<file path="src/rtl/usr_pkg.sv">
// Shared definitions for the universal shift register: mode encodings and
// the width helper for the shift counter.
package usr_pkg;

    localparam logic [1:0] MODE_HOLD = 2'b00;
    localparam logic [1:0] MODE_SHR  = 2'b01;
    localparam logic [1:0] MODE_SHL  = 2'b10;
    localparam logic [1:0] MODE_LOAD = 2'b11;

    // Counter has to represent 0..stages inclusive.
    function automatic int CNT_W(input int stages);
        return $clog2(stages + 1);
    endfunction

endpackage

</file>
<file path="src/rtl/usr_stage.sv">
// One LANES-wide stage of the universal shift register with its 4:1 input
// mux (hold / lower neighbour / upper neighbour / parallel slice).
module usr_stage
    import usr_pkg::*;
#(
    parameter int LANES = 1
) (
    input  logic             clk,
    input  logic             rst,
    input  logic [1:0]       mode,
    input  logic [LANES-1:0] from_lower,
    input  logic [LANES-1:0] from_upper,
    input  logic [LANES-1:0] load_val,
    output logic [LANES-1:0] q
);

    always_ff @(posedge clk) begin
        if (rst) begin
            q <= '0;
        end else begin
            case (mode)
                MODE_SHR:  q <= from_lower;
                MODE_SHL:  q <= from_upper;
                MODE_LOAD: q <= load_val;
                default:   q <= q;
            endcase
        end
    end

endmodule

</file>
<file path="src/rtl/univ_shift_reg.sv">
// Parametrised universal shift register with word framing: counts shifts
// since the last LOAD/reset and flags a complete word.
module univ_shift_reg
    import usr_pkg::*;
#(
    parameter int STAGES = 4,
    parameter int LANES  = 1
) (
    input  logic                    clk,
    input  logic                    rst,
    input  logic [1:0]              mode,
    input  logic [LANES-1:0]        sin,
    input  logic [STAGES*LANES-1:0] pin,
    output logic [LANES-1:0]        sout_r,
    output logic [LANES-1:0]        sout_l,
    output logic [STAGES*LANES-1:0] pout,
    output logic                    word_full,
    output logic                    word_done
);

    localparam int CW = CNT_W(STAGES);
    localparam logic [CW-1:0] CNT_MAX = CW'(STAGES);
    localparam logic [CW-1:0] CNT_PRE = CW'(STAGES - 1);

    if (STAGES < 2) begin : g_bad_stages
        $error("univ_shift_reg: STAGES must be at least 2");
    end

    logic [LANES-1:0] stage_q [STAGES];
    logic [CW-1:0]    cnt;
    logic             shift_en;

    for (genvar i = 0; i < STAGES; i++) begin : g_stage
        logic [LANES-1:0] lower;
        logic [LANES-1:0] upper;

        // End stages take sin where the neighbour would be.
        if (i == 0) begin : g_first
            assign lower = sin;
        end else begin : g_mid_lo
            assign lower = stage_q[i-1];
        end

        if (i == STAGES - 1) begin : g_last
            assign upper = sin;
        end else begin : g_mid_hi
            assign upper = stage_q[i+1];
        end

        usr_stage #(.LANES(LANES)) u_stage (
            .clk        (clk),
            .rst        (rst),
            .mode       (mode),
            .from_lower (lower),
            .from_upper (upper),
            .load_val   (pin[i*LANES +: LANES]),
            .q          (stage_q[i])
        );

        assign pout[i*LANES +: LANES] = stage_q[i];
    end

    assign sout_r = stage_q[STAGES-1];
    assign sout_l = stage_q[0];

    assign shift_en = (mode == MODE_SHR) || (mode == MODE_SHL);

    always_ff @(posedge clk) begin
        if (rst) begin
            cnt       <= '0;
            word_full <= 1'b0;
            word_done <= 1'b0;
        end else if (mode == MODE_LOAD) begin
            cnt       <= '0;
            word_full <= 1'b0;
            word_done <= 1'b0;
        end else if (shift_en) begin
            word_done <= (cnt == CNT_PRE);
            if (cnt == CNT_PRE) begin
                word_full <= 1'b1;
            end
            // Saturate so post-word shifts never re-pulse word_done.
            if (cnt != CNT_MAX) begin
                cnt <= cnt + CW'(1);
            end
        end else begin
            word_done <= 1'b0;
        end
    end

endmodule

</file>
<file path="config.mk">
export PLATFORM = sky130hd
export DESIGN_NAME = univ_shift_reg
export DESIGN_NICKNAME = d
export VERILOG_FILES = /design/src/rtl/usr_pkg.sv /design/src/rtl/usr_stage.sv /design/src/rtl/univ_shift_reg.sv
export SDC_FILE = /design/constraint.sdc
export NUM_CORES = 1
export LEC_CHECK = 0
export ABC_AREA = 1
export CORE_AREA = 5 5 45 47
export CTS_CLUSTER_DIAMETER = 30
export DETAILED_ROUTE_END_ITERATION = 10
export DIE_AREA = 0 0 50 52
export PLACE_DENSITY = 0.66
export SYNTH_ARGS = -nofsm -noshare
export SYNTH_HDL_FRONTEND = slang
export SYNTH_HIERARCHICAL = 1
export SYNTH_SLANG_ARGS = --single-unit
</file>
<file path="constraint.sdc">
create_clock -name clk -period 1.4 [get_ports clk]
set_input_delay 0.21 -clock clk [delete_from_list [all_inputs] [get_ports clk]]
set_output_delay 0.21 -clock clk [all_outputs]
set_load 0.005 [all_outputs]
</file>
# After elaboration in Yosys (flattened, before gate mapping)
# Index checks and enable logic that the tools add are counted.
[totals] reg_bits=9 in_bits=9 output_inout_bits=8 word_cells=24
[classes] n_addsub=1 eq_ne=5 muxes=4 n_bitwise=1 n_reduce_logical=6
[op_table] op="one-hot mux 1 bit (3 select lines)" count=4
[op_table] op="equality test 2 bit (second input constant)" count=2
[op_table] op="AND reduction 2 bit" count=2
[op_table] op="adder 3 x 1 -> 3 bit (second input constant)" count=1
[op_table] op="equality test 3 x 2 -> 1 bit (second input constant)" count=1
[op_table] op="inequality test 3 bit (second input constant)" count=1
[op_table] op="nonzero test 3 bit" count=1
[op_table] op="OR reduction 3 bit" count=1
[op_table] op="equality test 2 x 1 -> 1 bit (second input constant)" count=1
[op_table] op="OR reduction 2 bit" count=1
[op_table] op="logical OR 1 bit" count=1
[op_table] op="NOT 1 bit" count=1

# Depth between registers and ports, before layout
# Gate-level depths: netlist of the first run.
[depth] ltp_word=4 depth_mapped=6 mapped_depth_nobuf=6

# Hierarchy
# The synthesis of the first run kept the hierarchy.
[modules_own_cells] module="univ_shift_reg" n_inst=1 cells_per_inst=38 area_each_um2=295.3 seq_area_each_um2=100.1
[modules_own_cells] module="usr_stage" n_inst=4 cells_per_inst=14 area_each_um2=72.6 seq_area_each_um2=20.0

# Worst setup path after synthesis of the first run
# OpenSTA, ideal clock, no wires.
[synth_path] kind="register -> register" from="register cnt[0]" to="register cnt[2]" setup_time_ns=0.109 arrival_ns=0.910 required_ns=1.291 path_slack_ns=0.382 stages_incl_launch_ff=6 path_buffers=0 synth_period_minus_slack_ns=1.018 path_cell_list="dfxtp_1 > ha_1 > ha_1 > nand3_1 > nand2_1 > inv_1"
[synth_between] elab_chain_len=2 word_cells_on_any_way=3 classes_between="add/sub: 1; eq/ne: 1; reduce/logical: 1"
[synth_lines] item="from (decl)" line="univ_shift_reg.sv:30" source="logic [CW-1:0] cnt;"
[synth_lines] item="from (signal assigned)" line="univ_shift_reg.sv:84" source="cnt <= cnt + CW'(1);"
[synth_lines] item="parallel branches: the longest is 2 deep, another holds adder 3 x 1 -> 3 bit"
# Several ways; the timed one is not identified.
# A chain may end at the register's enable or synchronous reset.

# Final worst setup path of the first run
[layout_path] from="register g_stage[0].u_stage.q" to="output port sout_l"
[layout_rtl] item="from (decl)" line="usr_stage.sv:14" source="output logic [LANES-1:0] q"
[layout_rtl] item="from (signal assigned)" line="usr_stage.sv:22" source="MODE_SHR: q <= from_lower;"
[layout_rtl] item="from (signal assigned)" line="usr_stage.sv:23" source="MODE_SHL: q <= from_upper;"
[layout_rtl] item="from (signal assigned)" line="usr_stage.sv:24" source="MODE_LOAD: q <= load_val;"
[layout_rtl] item="to (decl)" line="univ_shift_reg.sv:15" source="output logic [LANES-1:0] sout_l,"
# No word-level cell between the ends.

==> flow_summary.toml, run 1 <==
[place]
dp_hpwl_um = 953
port_buffers = 16
post-place-ws_ns = -0.0175
gp_congestion = 0.785

[clock_network]
cts_tree = "done"
clk_latency_ns = 0.26
cts_buffers = 3
cts_sinks = 9
clockBufferDepth = 2
cts.clk_slew.worst_paths_ns = 0.06
postCtsSetupBuffers = 0
cts-root-buf = "clkbuf_4"
cts.htree.levels = 1

[floorplanning]
dieWidth_um = 50
die_y_um = 52
ios = 17
dieArea_mm2 = 0.00260
core_area_mm2 = 0.00161
start_util_pct = 36.3
row_count = 15

[timing]
skew_ns = 0.00150
max_freq_mhz = 746
hold_ws_ns = 0.491
slew_headroom_pct = 81.9
min_period_ns = 1.34
period_share_pct = 95.7
slew_viol_final = 0
worstMarginPinSlew_ns = 0.270
rsz0062_at_grt = "no"
fin_setup_tns_ns = 0
finalHoldViolCount = 0
setup_viol = 0
fin_ws_ns = 0.0600

[grt]
grt_max_degree = 17
grt_pass1_vias = 452
grt_pass1_wl_mm = 1.93
grt-ovfl-total = 0
track_usage_pct = 9.86
antenna_found_initial = 0

[yosys]
syn_avg_cell_area_um2 = 6.23
synth_cell_type_count = 12
ys_ff_latch = 9
synthCells = 94
synth_nets = 107
synth_seq_area_share_pct = 30.8
synth_area_um2 = 586
ys.warnings.count = 6

[power]
worst_ir_drop_vdd_v = 0.000403
p_seq_share_pct = 44.3
power_density_mw_per_mm2 = 852
total_power_w = 0.000660
combPwrFrac_pct = 25.1
p_clk_share_pct = 30.7
leakage_nw = 0.400
p_sw_share_pct = 28.4
p_sw_w = 0.000187
internal-power_w = 0.000473

[critical_path]
cp_top_family = "buffers and inverters"
cp_num_buf_inv = 1
r2r-start = "cnt[0]$_SDFFE_PP0P_"
crit_chain = "clkdlybuf4s50_1"
ff2ff_setup_slack_ns = 0.33
slowest_delay_ns = 0.51
crit_type = "reg -> out"
critical_path.endpoint_type = "primary output"
r2r_end = "cnt[2]$_SDFFE_PP0P_"
rr_worst_depth = 5
worstPathMaxFanout = 4
worstPathArrival_ns = 1.13
cp-start-kind = "flop"
cp.required_ns = 1.19
slowest_stage = "clkdlybuf4s50_1"
critical_path_depth = 1

[detailed_routing]
routed.top_layer = "met4"
avgRoutedWirePerCell_um = 9.09
viasPerCell = 4.31
drc = 0
met2WireLength_um = 575
vias = 552
drt-met1-wl_um = 477
drt.antenna.violating_nets = 0
firstDrtPassIters = 1
drtIter0Drc = 0
met3_wirelength_um = 80
routed_wl_mm = 1.16

[cells_and_area]
drive_above_1_share_pct = 13.5
final_common_cell = "nand2_1"
synthToLayoutAreaGrowth_pct = 32.3
seq_area_um2 = 184
mostFrequentLayoutCells = "nand2_1 (24), inv_1 (21), clkdlybuf4s50_1 (16)"
multiInputGateArea_um2 = 285
fillCellCount = 182
layout.nets = 125
final_util_pct = 48.0
num_antenna_cells = 0

[hold_path]
hold_path_depth = 2
worst_hold_path.endpoint = "word_full$_SDFFE_PP0P_"
hp-start = "word_full$_SDFFE_PP0P_"
hold_class = "reg -> reg"

[status]
status = "finished, final reports clean"

[flow_run]
cap_violations = 0
-- flip-flops by register name, indices dropped and copies added, names as in the netlist --
signal             cells
g_stage.u_stage/q      4
word_done              1
cnt                    3
word_full              1
-- metrics by stage --
stage                     cells  instance area [um2]
after global placement      124                  744
after floorplan              94                  586
final                       128                  774
after global routing        128                  774
after detailed placement    124                  744
after CTS                   128                  772
-- final cells by class --
type	count	share of cell area, %
Inverter	22	10.7
Multi-Input combinational cell	58	36.8
Timing Repair Buffer	18	22.6
Sequential cell	9	23.7
Clock buffer	4	3.39
Tap cell	17	2.75
-- kinds of logic after synthesis --
logic type                 count (synthesis)  share of synthesized area [%]
AOI/OAI and AO/OA                          3                           2.56
and+or+nand+nor                           51                           37.6
adders and majority gates                  4                           8.55
DFF                                        9                           30.8
buffers and inverters                     27                           20.5
-- layer usage --
layer | vias up | track usage (%)
met1 | 231 | 11.7
met4 | 0 | 5.24
met3 | 4 | 3.72
met2 | 12 | 15.3
li1 | 305 | -
met5 | - | 0
-- how the worst max path moves through the flow --
stage                                           start             endpoint  slack (ns)
global placement                              mode[0]  cnt[2]$_SDFFE_PP0P_        0.01
floorplan                         cnt[0]$_SDFFE_PP0P_  cnt[2]$_SDFFE_PP0P_        0.38
CTS                 g_stage[2].u_stage/q$_SDFFE_PP0P_              pout[2]       0.009
detailed placement                            mode[0]  cnt[2]$_SDFFE_PP0P_       -0.02
finish              g_stage[0].u_stage/q$_SDFFE_PP0P_               sout_l        0.06
global route        g_stage[0].u_stage/q$_SDFFE_PP0P_               sout_l       0.007
-- power by group through the flow --
| stage | logic (W) | registers (W) | clock network [W] |
|---|---|---|---|
| 2_1_floorplan | 0.000104 | 0.000294 | 0 |
| 3_3_place_gp | 0.000164 | 0.000296 | 0 |
| 3_5_place_dp | 0.000167 | 0.000297 | 0 |
| 4_1_cts | 0.000168 | 0.000292 | 0.000216 |
| 5_1_grt | 0.000189 | 0.000295 | 0.000228 |
| 6_report | 0.000165 | 0.000292 | 0.000202 |
-- what timing repair did --
action / 4_1_cts / 5_1_grt
gates cloned: 0 / 0
setup endpoints to repair: 1 / 3
resized for setup: 1 / 2
hold buffers: 0 / 0
-- cell usage after synthesis --
library cell	number	share of area [%]
nand2_1	24	15
nor2_4	1	1.9
nand3_1	7	6.0
a21oi_1	3	2.6
inv_1	21	13
dfxtp_1	9	31
nand2_2	1	1.1
nor2_2	4	4.3
nor2_1	14	9.0
buf_4	5	6.4
ha_1	4	8.5
inv_2	1	0.64
(Power assumes the default switching activity.)
==> run 2: changes to the inputs <==
- clock period: 1.4 -> 1.3 ns (I/O delays scaled with it)
==> run 2 against run 1 <==
  * Global-route usage fell by 0.17 points
  * Via count up 2.7%
  * Total power is 6.9% higher
  * Hold slack worse by 0.0051 ns
  * Combinational power is 9.7% higher
  * Worst setup slack got worse by 0.024 ns
  * Clock skew increased by 0.0020 ns
  * Largest cell class unchanged
  * Wire length fell by 0.43%
  * Critical path type unchanged
==> flow_summary.toml, run 2 (synthesized netlist as in run 1, its figures left out) <==
[floorplanning]
core_area_mm2 = 0.00161
start_util_pct = 36.3
row_count = 15
die_y_um = 52
dieArea_mm2 = 0.00260
dieWidth_um = 50
ios = 17

[grt]
grt_max_degree = 17
track_usage_pct = 9.69
antenna_found_initial = 0
met1_usage_pct = 10.8
grt_pass1_wl_mm = 1.96
grt_use_met2_pct = 16.5
grt-ovfl-total = 0
grt_pass1_vias = 496
top_usage_layer = "met2"
use_met3_pct = 3.44

[cells_and_area]
num_antenna_cells = 0
largest_reg_flops = 4
drive_above_1_share_pct = 15.9
final_common_cell = "nand2_1"
layout.nets = 127
synthToLayoutAreaGrowth_pct = 34.4
fillCellCount = 164
reg_top3 = "g_stage.u_stage/q: 4 flops, cnt: 3 flops"
instances_no_fill = 130
regMostFlops = "g_stage.u_stage/q"
seq_area_um2 = 185
multiInputGateArea_um2 = 285
mostFrequentLayoutCells = "nand2_1 (24), inv_1 (21), nor2_1 (14)"

[detailed_routing]
drc = 0
avgRoutedWirePerCell_um = 8.92
routed_wl_mm = 1.16
drtIter0Drc = 5
drt.antenna.violating_nets = 0
firstDrtPassIters = 4
vias = 567
viasPerCell = 4.36

[timing]
max_freq_mhz = 791
finalHoldViolCount = 0
skew_ns = 0.00354
rsz0062_at_grt = "no"
slew_viol_final = 0
fin_setup_tns_ns = 0
setup_viol = 0
period_share_pct = 97.2
min_period_ns = 1.26
worstMarginPinSlew_ns = 0.265
hold_ws_ns = 0.486
slew_headroom_pct = 82.3

[hold_path]
hp-start = "word_full$_SDFFE_PP0P_"
hold_class = "reg -> reg"
hold_path_depth = 2
worst_hold_path.endpoint = "word_full$_SDFFE_PP0P_"

[critical_path]
critical_path.endpoint_type = "primary output"
cp_top_family = "buffers and inverters"
rr_worst_depth = 5
worstPathArrival_ns = 1.07
startpoint = "g_stage[1].u_stage/q$_SDFFE_PP0P_"
worstPathMaxFanout = 2
ff2ff_setup_slack_ns = 0.23
cp-start-kind = "flop"
crit_chain = "clkdlybuf4s50_1"
crit_type = "reg -> out"
r2r_end = "cnt[2]$_SDFFE_PP0P_"
cp.required_ns = 1.11
r2r-start = "cnt[0]$_SDFFE_PP0P_"
cp_num_buf_inv = 1
slowest_stage = "clkdlybuf4s50_1"
slowest_delay_ns = 0.49

[place]
dp_hpwl_um = 929
gp_congestion = 0.787
post-place-cells = 124
port_buffers = 16

[clock_network]
clockBufferDepth = 2
cts.htree.levels = 1
cts.clk_slew.worst_paths_ns = 0.06
cts-root-buf = "clkbuf_4"
cts_sinks = 9
cts_buffers = 3
cts_tree = "done"
clk_latency_ns = 0.26

[flow_run]
cap_violations = 0

[status]
status = "finished, final reports clean"

[power]
power_density_mw_per_mm2 = 896
leakage_nw = 0.444
worst_ir_drop_vdd_v = 0.000432
[run 2: cell count changes in the layout (fill, tap and decap cells not counted)]
cell,change
dfxtp_1,-1
dlymetal6s2s_1,+1
buf_4,+2
clkdlybuf4s50_1,-6
dlygate4sd2_1,+5
dfxtp_2,+1
[run 2: power by group]
part / switching (W) / leakage, nW / internal [W] / total (W)
Sequential: 0.0000144 / 0.0753 / 0.000297 / 0.000312
Clock: 0.0000944 / 0.0150 / 0.000118 / 0.000212
Combinational: 0.0000892 / 0.354 / 0.0000918 / 0.000181
[run 2: per-layer routing]
metal / wire length, um / up-vias / part of all wire, %
met2: 584 / 9 / 50
li1: - / 307 / -
met5: 0 / - / 0
met3: 46 / 2 / 4.0
met4: 17 / 0 / 1.5
met1: 511 / 249 / 44
[run 2: stage by stage]
step | instance area (um2) | utilization (%) | worst slack, ns | total power, W
2_1_floorplan | 586 | - | 0.282 | 0.000429
6_report | 787 | 48.8 | 0.0362 | 0.000705
3_3_place_gp | 744 | 46.1 | -0.0759 | 0.000496
4_1_cts | 785 | 48.6 | 0.0163 | 0.000724
5_1_grt | 787 | 48.8 | 0.00260 | 0.000760
3_5_place_dp | 744 | 46.1 | -0.0944 | 0.000499
[run 2: final cells by class]
cell class                      instances  area share [%]
Timing Repair Buffer                   20            23.7
Clock buffer                            4            3.34
Tap cell                               17            2.70
Sequential cell                         9            23.5
Inverter                               22            10.5
Multi-Input combinational cell         58            36.2
[run 2: how the worst max path moves through the flow]
stage | end | cells past startpoint
floorplan | cnt[2]$_SDFFE_PP0P_ | 5
global placement | cnt[2]$_SDFFE_PP0P_ | 6
detailed placement | cnt[2]$_SDFFE_PP0P_ | 6
CTS | pout[1] | 1
global route | pout[1] | 1
finish | pout[1] | 1
[run 2: repair_timing]
item	CTS	global route
gates resized for setup	9	1
setup endpoints to repair	7	1
buffers inserted	2	0
hold buffers	0	0
==> patch 1: new RTL, config.mk and constraints of run 2 <==
The parameter `STAGES` goes from 4 to 2.
--- a/src/rtl/univ_shift_reg.sv
+++ b/src/rtl/univ_shift_reg.sv
@@ -3,7 +3,7 @@
 module univ_shift_reg
     import usr_pkg::*;
 #(
-    parameter int STAGES = 4,
+    parameter int STAGES = 2,
     parameter int LANES  = 1
 ) (
     input  logic                    clk,
Ports: changed (resized pin and pout); port bits go from 17 to 13. No check against the original RTL was run, so the function may have changed too.
==> patch 1 against run 2 <==
  * Fmax up 0.33%
  * Sequential cell count decreased by 3
  * Synthesized area fell by 40%
  * Synthesized cell count fell by 43%
  * First-iteration DRC count grew 80%
  * Final cell count down 34%
  * Routed wire length decreased by 39%
  * Power down 30%
  * Design area shrank 34%
  * Setup slack better by 0.0042 ns
  * Core utilization is 16 points lower
  * Combinational power is 35% lower
  * Clock power is 23% lower
  * Sequential share of layout area fell by 0.084 points
==> patch 1: results (changes against run 2) <==
* Skew final at 0.003149 ns (-0.0003878 ns)
* Place WS at -0.04989 ns (+0.04452 ns)
* First-pass GRT wire length at 1283 um (-35%)
* Mux contribution to synthesized area at 0% (unchanged)
* Port Buffers at 12 (-4)
* Area share of fa/ha/maj cells after synthesis at 10.71% (+2.2 points)
* Vias in the first global route at 330 (-33%)
* Clock Latency Late Sink at 0.24 ns (-0.02 ns)
* Post-synth ARST share at 0% (unchanged)
* Nets at 81 (-36%)
* Number of diodes at 0 (unchanged)
* IR drop worst, VDD at 0.5025 mV (+16%)
* Placer Congestion at 0.6601 (-16%)
* Synth Instances at 54 (-43%)
* Yosys cell types at 9 (-3)
* Overall Global Routing Usage at 6.567% (-3.1 points)
* Largest net degree at the start of global routing at 9 (-8)
* Final HPWL from detailed placement at 600.4 um (-35%)
* Initial DRT Pass Iterations at 4 (unchanged)
* Post-Syn Nets at 64 (-40%)
* Drt initial violations at 9 (+4)
* Largest regs: cnt (2), g_stage.u_stage/q (2)
* Crit path max fanout at 4 (+2)
* CP delay by family, top: buffers and inverters
* Layout cells sized above 1 at 14.49% (-1.4 points)
* Filler cells at 173 (+5.5%)
* Hold Path Class: reg -> reg
* Filler-free cell count of the finished design at 86 (-34%)
* Via-per-instance ratio at 4.023 (-7.8%)
* Most common library cells after synthesis: 13 x nand2_1, 12 x inv_1, 8 x nor2_1
* Worst slew pin tran at 0.1671 ns (-0.09800 ns)
* Root Buffer: clkbuf_4
* Synth Area in Compound Gates at 4.286% (+1.7 points)
* Final wirelength at 709 um (-39%)
* H-Tree Depth at 1 (unchanged)
* Max Root-Sink Buffers at 2 (unchanged)
* Clk slew on worst S/H paths at 0.04 ns (-0.02 ns)
* P_leak at 0.3022 nW (-32%)
* XOR/XNOR share of the synthesized area at 0% (unchanged)
* Area contributors post-synth: dfxtp_1 34%, nand2_1 14%, inv_1 13%
* Placed insts at 83 (-33%)
* Outcome: complete, no violations
* Sequential fraction of the synthesis area at 34.29% (+3.5 points)
-- patch 1: cell types whose count changed in the layout (fill, tap and decap cells not counted), moves of 3 or more --
| cell | run 2 | this run |
|---|---|---|
| dlygate4sd2_1 | 5 | 1 |
| inv_1 | 21 | 12 |
| nor2_1 | 14 | 8 |
| nand3_1 | 7 | 4 |
| nand2_1 | 24 | 13 |
-- patch 1: kinds of logic (layout without fill, tap and decap cells) --
family	after synthesis	count (layout)
and+or+nand+nor	28	28
buffers and inverters	14	29
DFF	6	6
AOI/OAI and AO/OA	3	3
adders and majority gates	3	3
-- patch 1: where the power goes --
group	switching, W	internal (W)
clock	0.0000604	0.000104
sequential	0.0000113	0.000200
combinational	0.0000534	0.0000649
-- patch 1: worst min-delay path: stages (launching register included) --
cell,delay [ns]
dfxtp_1,0.31
a21oi_1,0.04
nor2_1,0.07
-- patch 1: metal layers --
| layer | GRT usage, % | wire, um |
|---|---|---|
| met1 | 6.586 | 331 |
| met3 | 2.292 | 50 |
| met2 | 10.25 | 308 |
| met5 | 0 | 0 |
| met4 | 6.550 | 19 |
-- patch 1: area by class of cell --
| type | instances | area share (%) |
|---|---|---|
| Multi-Input combinational cell | 34 | 32.54 |
| Timing Repair Buffer | 14 | 27.03 |
| Sequential cell | 6 | 23.45 |
| Inverter | 12 | 8.612 |
| Clock buffer | 3 | 4.306 |
| Tap cell | 17 | 4.067 |
-- patch 1: repair_timing --
item	CTS	global route
resized for setup	3	3
endpoints found under the setup margin	4	3
buffers inserted	0	0
-- patch 1: worst paths after layout --
| path | from | endpoint | slack [ns] | cells past startpoint |
|---|---|---|---|---|
| min reg2reg | word_full | word_full | 0.47 | 2 |
| max | g_stage[1].u_stage/q | pout[1] | 0.04 | 1 |
| max reg2reg | cnt[0] | cnt[1] | 0.29 | 6 |
| min | word_full | word_full | 0.47 | 2 |
-- patch 1: through the flow --
stage	TNS, ns	hold slack [ns]	cell area [um^2]
6_report	0	0.4657	523.0
5_1_grt	0	0.5255	523.0
4_1_cts	0	0.4840	515.5
3_5_place_dp	-0.08966	0.4736	491.7
3_3_place_gp	-0.01840	0.4714	491.7
2_1_floorplan	0	0.3512	350.3
==> patch 2: new RTL, config.mk and constraints of run 2 <==
Without the edit above. Make the reset (`rst`) asynchronous in 2 clocked blocks.
--- a/src/rtl/usr_stage.sv
+++ b/src/rtl/usr_stage.sv
@@ -14,7 +14,7 @@
     output logic [LANES-1:0] q
 );
 
-    always_ff @(posedge clk) begin
+    always_ff @(posedge clk or posedge rst) begin
         if (rst) begin
             q <= '0;
         end else begin
--- a/src/rtl/univ_shift_reg.sv
+++ b/src/rtl/univ_shift_reg.sv
@@ -65,7 +65,7 @@
 
     assign shift_en = (mode == MODE_SHR) || (mode == MODE_SHL);
 
-    always_ff @(posedge clk) begin
+    always_ff @(posedge clk or posedge rst) begin
         if (rst) begin
             cnt       <= '0;
             word_full <= 1'b0;
Formal check against the unedited RTL: differs if rst is asserted again (counterexample within 4 cycles, from zero or initial values and one cycle with rst high); with rst held inactive, the same outputs for 10 cycles.
==> patch 2 against run 2 <==
  * Design area increased by 11%
  * Global-route usage increased by 3.4 points
  * Non-clock buffer count increased by 3
  * Count of clock-buffer cells in the layout unchanged
  * Setup slack improved by 0.040 ns
  * Highest routed layer unchanged
  * Routed wire length increased by 21%
  * Sequential cell count unchanged
  * Synthesized area increased by 12%
Power is not compared: it rests on default switching activity, and its combinational part moved more than twofold at a synthesized area within 25%.
==> patch 2: results (changes against run 2) <==
* Vias in the first global route at 589 (+19%)
* Hold Path Class: in -> async
* Place WS at -0.1221 ns (-0.02766 ns)
* Post-Syn Nets at 114 (+6.5%)
* Outcome: complete, no violations
* Overall Global Routing Usage at 13.06% (+3.4 points)
* GRT met3 Usage at 3.152% (-0.29 points)
* Met2 WL post-DR at 653 um (+12%)
* Vias at 617 (+8.8%)
* Via-per-instance ratio at 4.407 (+1.0%)
* Hold_ws at 0.1969 ns (-0.2895 ns)
* Yosys cell types at 10 (-2)
* Worst Setup EP: pout[0]
* Post-CTS Setup Repair Bufs at 4 (+2)
* Filler cells at 167 (+1.8%)
* Dpl cell area at 829.5 um^2 (+11%)
* WL met1 at 642 um (+26%)
* Main flop type after synthesis: dfrtp_1
* Area grow syn2layout at 33.59%
* Reg area at 225.2 um^2 (+22%)
* Nonclk buf count at 23 (+15%)
* Data buffer area share at 23.14% (-0.55 points)
* Clock buf/inv share at 3.000% (-0.34 points)
* Routed length per instance at 9.986 um (+12%)
* First-pass GRT wire length at 2580 um (+32%)
* Resized Gates After CTS at 8 (-1)
* Placer Congestion at 0.7229 (-8.2%)
* Count of multi-input gates at 50 (-14%)
* Critical path's largest stage delay at 0.38 ns (-0.11 ns)
* Sequential fraction of the synthesis area at 34.35% (+3.6 points)
* Multi-input combinational cell area at 261.5 um^2 (-8.3%)
## patch 2: changes by cell type in the layout (fill, tap and decap cells not counted), sizes merged, moves of 2 or more
cell / change
clkdlybuf4s50: -2
nor2: -18
dfrtp: +9
nand3: +5
dfxtp: -9
buf: +3
nand2: +4
inv: +15
dlygate4sd2: +3
nand4: +3
a21oi: -3
## patch 2: kinds of logic (layout without fill, tap and decap cells)
logic type / Yosys count / count (layout) / share of synthesized area (%)
buffers and inverters: 41 / 64 / 25.76
and+or+nand+nor: 45 / 45 / 30.34
DFF: 9 / 9 / 34.35
adders and majority gates: 5 / 5 / 9.542
## patch 2: report_power, final
group / total [W] / leakage [nW] / internal, W / switching [W]
Combinational: 0.000379 / 0.450 / 0.000188 / 0.000191
Sequential: 0.000404 / 0.112 / 0.000354 / 0.0000499
Clock: 0.000220 / 0.0150 / 0.000119 / 0.000101
